==> src/rtl/dmem_bytelane_ram.sv <==
// dmem_bytelane_ram: byte-lane data RAM with sized loads, misalign detection and zero-clear sequencer
module dmem_bytelane_ram #(
  parameter int DEPTH_LOG2     = 5,
  parameter bit CLEAR_ON_RESET = 1'b1
) (
  input  logic        clk,
  input  logic        rst_n,
  input  logic        req_valid,
  output logic        req_ready,
  input  logic        req_we,
  input  logic [1:0]  req_size,
  input  logic        req_signed,
  input  logic [31:0] addr,
  input  logic [31:0] wdata,
  output logic [31:0] rdata,
  output logic        rdata_valid,
  output logic        misalign,
  input  logic        clear_start,
  output logic        busy
);
  localparam int DEPTH = 1 << DEPTH_LOG2;
  typedef enum logic {IDLE, CLEAR} state_t;
  state_t state;
  logic [DEPTH_LOG2-1:0] idx, widx;
  logic [31:0] mem [DEPTH];
  logic accept, bad, load_ok;
  logic [3:0] be;
  logic [31:0] wlane, word, shifted, ext;
  assign req_ready = state == IDLE;
  assign busy = state == CLEAR;
  assign accept = req_valid && req_ready;
  assign bad = (req_size == 2'b11) || (req_size == 2'b01 && addr[0]) || (req_size == 2'b10 && addr[1:0] != 2'b00);
  assign load_ok = accept && !req_we && !bad;
  assign widx = addr[DEPTH_LOG2+1:2];
  // lane enables and lane-replicated store data so every lane sees its byte
  assign be = req_size == 2'b00 ? 4'b0001 << addr[1:0] : req_size == 2'b01 ? (addr[1] ? 4'b1100 : 4'b0011) : 4'b1111;
  assign wlane = req_size == 2'b00 ? {4{wdata[7:0]}} : req_size == 2'b01 ? {2{wdata[15:0]}} : wdata;
  // load path: right-justify the selected lanes, then extend
  assign word = mem[widx];
  assign shifted = word >> {addr[1:0], 3'b000};
  assign ext = req_size == 2'b00 ? {{24{req_signed & shifted[7]}}, shifted[7:0]}
             : req_size == 2'b01 ? {{16{req_signed & shifted[15]}}, shifted[15:0]} : shifted;
  // array write port: clear sequencer has priority, otherwise aligned stores by lane
  always_ff @(posedge clk) begin
    if (busy) mem[idx] <= '0;
    else if (accept && req_we && !bad)
      for (int b = 0; b < 4; b++)
        if (be[b]) mem[widx][8*b +: 8] <= wlane[8*b +: 8];
  end
  // control state, clear index and registered load response
  always_ff @(posedge clk or negedge rst_n) begin
    if (!rst_n) begin
      state       <= CLEAR_ON_RESET ? CLEAR : IDLE;
      idx         <= '0;
      rdata       <= '0;
      rdata_valid <= 1'b0;
      misalign    <= 1'b0;
    end else begin
      rdata_valid <= load_ok;
      misalign    <= accept && bad;
      if (load_ok) rdata <= ext;
      if (state == CLEAR) begin
        idx <= idx + 1'b1;
        if (&idx) state <= IDLE;
      end else if (clear_start) begin
        state <= CLEAR;
        idx   <= '0;
      end
    end
  end
endmodule
==> config.mk <==
export PLATFORM = sky130hd
export DESIGN_NAME = dmem_bytelane_ram
export DESIGN_NICKNAME = d
export VERILOG_FILES = /design/src/rtl/dmem_bytelane_ram.sv
export SDC_FILE = /design/constraint.sdc
export NUM_CORES = 1
export LEC_CHECK = 0
export ABC_AREA = 1
export BUFFER_PORTS_ARGS = -buffer_cell sky130_fd_sc_hd__buf_4
export CAP_MARGIN = 10
export CORE_MARGIN = 4
export CORE_UTILIZATION = 28
export CTS_CLUSTER_DIAMETER = 200
export CTS_CLUSTER_SIZE = 16
export DETAILED_ROUTE_END_ITERATION = 6
export MAX_ROUTING_LAYER = met4
export SLEW_MARGIN = 20
export SYNTH_ARGS = -nofsm -noshare
export SYNTH_HDL_FRONTEND = slang
export SYNTH_SLANG_ARGS = --single-unit
==> constraint.sdc <==
create_clock -name clk -period 8.9 [get_ports clk]
set_input_delay 1.78 -clock clk [delete_from_list [all_inputs] [get_ports clk]]
set_output_delay 1.78 -clock clk [all_outputs]
set_load 0.005 [all_outputs]
==> results.sh, run 1 <==
export IMPL_postCtsSetupRepairBufs=0
export IMPL_min_from="rdata[10]$_DFFE_PN0P_"
export IMPL_overflow=0
export IMPL_track_usage_pct=15.3
export IMPL_arrival_ns=6.17
export IMPL_p_per_area_nw_per_um2=227
export IMPL_cp_max_fo=30
export IMPL_r2r_end="mem[16][28]$_DFFE_PP_"
export IMPL_numPortBuffers=82
export IMPL_p_sw_w=0.00303
export IMPL_syn_nets=3928
export IMPL_fin_hold_ws_ns=0.492
export IMPL_grt_start_max_net_pins=195
export IMPL_vdd_drop_max_mv=0.157
export IMPL_critical_path_max_stage_delay_ns=0.98
export IMPL_start_util_pct=28.3
export IMPL_finalWeightedCongestion=0.887
export IMPL_ys_flop_type="edfxtp_1"
export IMPL_holdPathStages=2
export IMPL_nNetsFinal=3892
export IMPL_drtPass1Iterations=6
export IMPL_holdBufCountCts=0
export IMPL_first_global_vias=27300
export IMPL_drive_gt1_share_pct=7.88
export IMPL_ys_ff_latch=1064
export IMPL_synth_seq_area_share_pct=71.7
export IMPL_regArea_um2=31800
export IMPL_required_ns=9.16
export IMPL_hold_class="reg -> reg"
export IMPL_postRouteAntennaNets=0
export IMPL_relSlewSlack_pct=31.5
export IMPL_cts_num_sinks=1064
export IMPL_placementRows=145
export IMPL_finalSetupTns_ns=0
export IMPL_setup_ws_ns=2.99
export IMPL_status="completed"
export IMPL_worstMarginPinSlew_ns=1.03
export IMPL_core_area_um2=157000
export IMPL_layout_commonest_cell="nand2_1"
export IMPL_ctsHtreeMaxLevel=3
export IMPL_finalCriticalPeriod_ns=5.91
export IMPL_ff2ff_setup_slack_ns=3.68
export IMPL_pwr_share_comb_pct=14.7
export IMPL_num_fill_cells=15600
export IMPL_ys_types=37
export IMPL_worstSetupStartpointType="input port"
export IMPL_synthCells=3854
export IMPL_wl_per_cell_um=21.2
export IMPL_power_internal_w=0.00813
export IMPL_setup_viol=0
export IMPL_hpwlAfterDp_mm=74.7
export IMPL_reg2reg_from="busy$_DFF_PN1_"
export IMPL_end_kind="register"
export IMPL_period_share_pct=66.4
export IMPL_crit_family="simple AND/OR/NAND/NOR gates"
export IMPL_drc=0
export IMPL_crit_chain="buf_4, nor2_2, o21ai_2, nor2_1, nand2_2, inv_1, or2_1, o21ai_2, nand4_1, nor2_1"
export IMPL_synth_edf_count=1024
export IMPL_critPathKind="in -> reg"
export IMPL_maxSlewViolCount=0
export IMPL_die_width_um=406
export IMPL_fp_dieArea_um2=164000
export IMPL_power_frac_seq_pct=56.2
export IMPL_die_y_um=406
export IMPL_wl_mm=125
export IMPL_avgSynthCellArea_um2=11.5
export IMPL_clk_pin_slew_worst_paths_ns=0.07
export IMPL_p_sw_share_pct=27.1
export IMPL_hold_viol=0
export IMPL_ys_async_sr_fraction_pct=3.76
export IMPL_final_util_pct=31.3
export IMPL_final_cell_mix="nand2_1, edfxtp_1, nand3_1"
export IMPL_cp_num_buf_inv=2
export IMPL_worstSkewPairLatency_ns=0.65
export IMPL_holdPathEnd="rdata[10]$_DFFE_PN0P_"
export IMPL_clockBufferDepth=3
export IMPL_pre_cts_slack_ns=2.62
export IMPL_cts_resized_gates=0
export IMPL_grt_pass1_wl_mm=183
export IMPL_synth_area_um2=44300
export IMPL_grt_antenna_before_repair=7
export IMPL_cts_root_buf="clkbuf_16"
export IMPL_multi_input_area_um2=11300
export IMPL_viasPerCell=4.93
export IMPL_drt_iter0_drc=3954
export IMPL_area_growth_pct=10.9
export IMPL_cts_tree="yes"
export IMPL_rr_worst_depth=9
export IMPL_rsz0062_at_grt="false"
export IMPL_leakage_nw=17.5
export IMPL_num_vias=29200
export IMPL_yosysWarnings=0
export IMPL_max_freq_mhz=169
export IMPL_clock_skew_final_ns=0.0268
export IMPL_power_share_clock_pct=29.1
export IMPL_cts_buffers=76
export IMPL_max_cap_viol_count=0
export IMPL_ios=108
export IMPL_crit_slowest_cell="nor2_1"
==> cells in the mapped netlist, types with 3 or more instances <==
master	number	area [µm²]
nor2_4	3	33.8
inv_2	6	22.5
a21oi_1	37	185
buf_2	119	596
nor2_1	305	1140
dfrtp_1	39	976
buf_6	4	45.0
a211oi_1	8	60.1
edfxtp_1	1024	30700
o221ai_1	56	490
inv_1	34	128
clkinv_1	3	11.3
nand3_1	757	3790
o21ai_0	126	631
clkbuf_1	79	297
nand4_1	33	206
a21boi_0	8	60.1
buf_4	25	188
or2_2	17	106
o21ai_2	6	52.6
a221oi_1	6	52.6
buf_1	29	109
nand2_1	1113	4180
==> metal layers <==
metal	GRT usage [%]	share of wire, %	routed length [µm]
met5	-	0	0
met4	5.25	3.3	4170
met3	3.19	9.9	12400
met2	22.1	44	55000
met1	21.3	43	53600
==> kinds of logic after synthesis <==
group           count (synthesis)  synth area share (%)
buf+inv                       300                  3.17
mux                             1                0.0226
flops                        1064                  71.7
fa+ha+maj                       2                0.0565
compound gates                253                  3.55
simple gates                 2234                  21.5
==> area by class of cell <==
cell class / count / area share [%]
Antenna cell: 7 / 0.0357
Clock buffer: 100 / 4.15
Clock inverter: 6 / 0.122
Inverter: 44 / 0.390
Multi-Input combinational cell: 2490 / 23.0
Sequential cell: 1064 / 64.7
Tap cell: 2058 / 5.25
Timing Repair Buffer: 142 / 2.32
==> worst max-delay path by stage <==
stage | start | end | slack, ns | cells after the start
floorplan | req_size[1] | mem[0][18]$_DFFE_PP_ | 4.36 | 8
finish | req_size[1] | mem[16][28]$_DFFE_PP_ | 2.99 | 10
detailed placement | req_size[1] | mem[13][1]$_DFFE_PP_ | 2.62 | 11
global route | req_size[1] | mem[16][24]$_DFFE_PP_ | 2.95 | 10
CTS | req_size[1] | mem[25][18]$_DFFE_PP_ | 3.30 | 11
global placement | addr[0] | mem[12][1]$_DFFE_PP_ | 2.72 | 10
==> power groups by stage <==
stage | clock network, W | logic (W) | registers (W)
6_report | 0.00324 | 0.00164 | 0.00627
3_3_place_gp | 0 | 0.00159 | 0.00637
5_1_grt | 0.00350 | 0.00179 | 0.00632
2_1_floorplan | 0 | 0.000992 | 0.00634
4_1_cts | 0.00330 | 0.00163 | 0.00628
3_5_place_dp | 0 | 0.00162 | 0.00639
==> stage by stage <==
stage,instances,total power (W),cell area [µm²]
global route,5911,0.0116,49100
floorplan,3854,0.00733,44300
global placement,5797,0.00796,46900
CTS,5903,0.0112,49000
finish,5911,0.0112,49100
detailed placement,5797,0.00801,46900
==> registers in the layout (all words and copies together) (netlist names) <==
name and count:
mem 1024, rdata 32, idx 5, busy 1, misalign 1, rdata_valid 1
==> worst reg2reg max path, cell delays in order (launching register included) <==
cell	delay [ns]
dfstp_2	0.71
inv_1	0.25
nand2_1	0.18
nor2_1	0.07
nand2_2	0.72
inv_1	0.39
or2_1	0.32
o21ai_2	0.26
nand4_1	0.94
nor2_1	0.99
Note: power is estimated with default switching activity, not from simulation.
==> inputs of run 2 (changes only) <==
ABC_AREA = 0   (was 1)
clock period = 5.39 ns   (was 8.9 ns; I/O delays follow)
==> results.sh, run 2 <==
export IMPL_fp_dieArea_um2=158000
export IMPL_synth_seq_area_share_pct=74.9
export IMPL_ys_types=50
export IMPL_period_share_pct=76.0
export IMPL_grt_start_max_net_pins=84
export IMPL_worstSetupStartpointType="input port"
export IMPL_final_cell_mix="edfxtp_1, mux4_2, buf_4"
export IMPL_wl_per_cell_um=24.6
export IMPL_vdd_drop_max_mv=0.265
export IMPL_cts_buffers=76
export IMPL_yosysWarnings=0
export IMPL_hold_class="in -> async"
export IMPL_p_per_area_nw_per_um2=372
export IMPL_track_usage_pct=14.0
export IMPL_clk_pin_slew_worst_paths_ns=0.08
export IMPL_end_kind="register"
export IMPL_synth_area_um2=42400
export IMPL_placementRows=142
export IMPL_postCtsSetupRepairBufs=0
export IMPL_yosys_top_cells_area="edfxtp_1, mux4_2, mux2i_1, dfrtp_1, nor2_1"
export IMPL_grt_pass1_wl_mm=157
export IMPL_nNetsFinal=2449
export IMPL_top_register="mem"
export IMPL_ys_ff_latch=1064
export IMPL_viasPerCell=4.91
export IMPL_max_freq_mhz=244
export IMPL_finalSetupTns_ns=0
export IMPL_synth_edf_count=1024
export IMPL_setup_viol=0
export IMPL_die_width_um=397
export IMPL_fin_hold_ws_ns=0.428
export IMPL_finalWeightedCongestion=0.882
export IMPL_grt_antenna_before_repair=2
export IMPL_num_fill_cells=14400
export IMPL_overflow=0
export IMPL_regArea_um2=31800
export IMPL_cts_num_sinks=1064
export IMPL_ff2ff_setup_slack_ns=1.62
export IMPL_r2r_end="mem[20][4]$_DFFE_PP_"
export IMPL_cts_resized_gates=0
export IMPL_synth_top_cell_by_area="edfxtp_1"
export IMPL_ios=108
export IMPL_critPathKind="in -> reg"
export IMPL_maxSlewViolCount=0
export IMPL_postRouteAntennaNets=0
export IMPL_numPortBuffers=82
export IMPL_cts_tree="yes"
export IMPL_ys_async_sr_fraction_pct=3.76
export IMPL_finalCriticalPeriod_ns=4.10
export IMPL_max_cap_viol_count=0
export IMPL_multi_input_area_um2=10100
export IMPL_avgSynthCellArea_um2=19.3
export IMPL_wl_mm=109
export IMPL_drtPass1Iterations=7
export IMPL_required_ns=5.64
export IMPL_ys_flop_type="edfxtp_1"
export IMPL_syn_nets=2266
export IMPL_hold_viol=0
export IMPL_num_vias=21800
export IMPL_first_global_vias=21500
export IMPL_relSlewSlack_pct=25.9
export IMPL_final_util_pct=32.2
export IMPL_cp_max_fo=32
export IMPL_reg2reg_from="busy$_DFF_PN1_"
export IMPL_rr_worst_depth=8
export IMPL_dp_cells=4313
export IMPL_reg_top3="mem (1024), rdata (32), idx (5)"
export IMPL_layout_cells_non_filler=4429
export IMPL_power_w=0.0180
export IMPL_core_area_um2=150000
export IMPL_clockBufferDepth=3
export IMPL_worstSkewPairLatency_ns=0.65
export IMPL_drt_iter0_drc=2686
export IMPL_hpwlAfterDp_mm=70.9
export IMPL_synthCells=2192
export IMPL_rsz0062_at_grt="false"
export IMPL_leakage_nw=16.7
export IMPL_ctsHtreeMaxLevel=3
export IMPL_arrival_ns=4.34
export IMPL_holdBufCountCts=0
export IMPL_die_y_um=397
export IMPL_cts_root_buf="clkbuf_16"
export IMPL_layout_commonest_cell="edfxtp_1"
export IMPL_start_util_pct=28.2
export IMPL_area_growth_pct=14.0
export IMPL_largest_reg_flops=1024
export IMPL_yosys_area_top_type_share_pct=72.5
export IMPL_synth_common_cells="edfxtp_1, mux4_2, nor2_1"
export IMPL_status="completed"
export IMPL_yosysMostFrequentCell="edfxtp_1"
export IMPL_drive_gt1_share_pct=25.6
export IMPL_worstMarginPinSlew_ns=1.11
export IMPL_clock_skew_final_ns=0.0357
export IMPL_drc=0
## run 2: how the worst max path moves through the flow
| stage | startpoint | endpoint | cells past startpoint |
|---|---|---|---|
| after global placement | addr[0] | mem[20][0]$_DFFE_PP_ | 9 |
| after detailed placement | addr[0] | mem[20][4]$_DFFE_PP_ | 7 |
| final | addr[0] | mem[20][4]$_DFFE_PP_ | 7 |
| after global routing | addr[0] | mem[20][2]$_DFFE_PP_ | 7 |
| after CTS | addr[0] | mem[20][3]$_DFFE_PP_ | 7 |
| after floorplan | addr[2] | mem[28][0]$_DFFE_PP_ | 8 |
## run 2: cell type report
cell class | count | area share, %
antenna | 3 | 0.0155
multi-input combinational | 993 | 20.8
inverter | 6 | 0.0492
clock buffer | 108 | 4.31
tap | 2016 | 5.22
sequential | 1064 | 65.7
clock inverter | 5 | 0.122
timing repair buffer | 234 | 3.82
## run 2: layer usage
| layer | up-vias | global-route usage [%] | routed length (µm) | part of all wire [%] |
|---|---|---|---|---|
| li1 | 9220 | - | - | - |
| met1 | 11400 | 19.8 | 47700 | 44 |
| met2 | 933 | 19.8 | 47700 | 44 |
| met3 | 173 | 4.00 | 10900 | 10 |
| met4 | 0 | 3.32 | 2500 | 2.3 |
| met5 | - | - | 0 | 0 |
## run 2: where the power goes
group          switching, W  total, W  internal (W)
Combinational       0.00162   0.00250      0.000878
Sequential         0.000237    0.0101       0.00989
Clock               0.00269   0.00538       0.00269
Total               0.00455    0.0180        0.0135
## run 2: stage by stage
stage | worst slack [ns] | cell area (µm²)
2_1_floorplan | 1.98 | 42400
3_3_place_gp | 0.772 | 46200
3_5_place_dp | 0.765 | 46200
4_1_cts | 1.39 | 48300
5_1_grt | 1.14 | 48400
6_report | 1.29 | 48400
## run 2: kinds of logic after synthesis
group / after synthesis / share of synthesized area [%]
and+or+nand+nor: 440 / 4.30
buffers and inverters: 135 / 1.69
DFF: 1064 / 74.9
AOI/OAI and AO/OA: 189 / 3.30
adders and majority gates: 2 / 0.0590
muxes: 362 / 15.8
## run 2: worst max-delay path, cell delays in order
cell	delay, ns
buf_4	0.25
nor3_1	0.35
o211ai_1	0.15
buf_4	0.24
o31ai_1	0.74
nand2_1	0.59
nor2_1	0.93
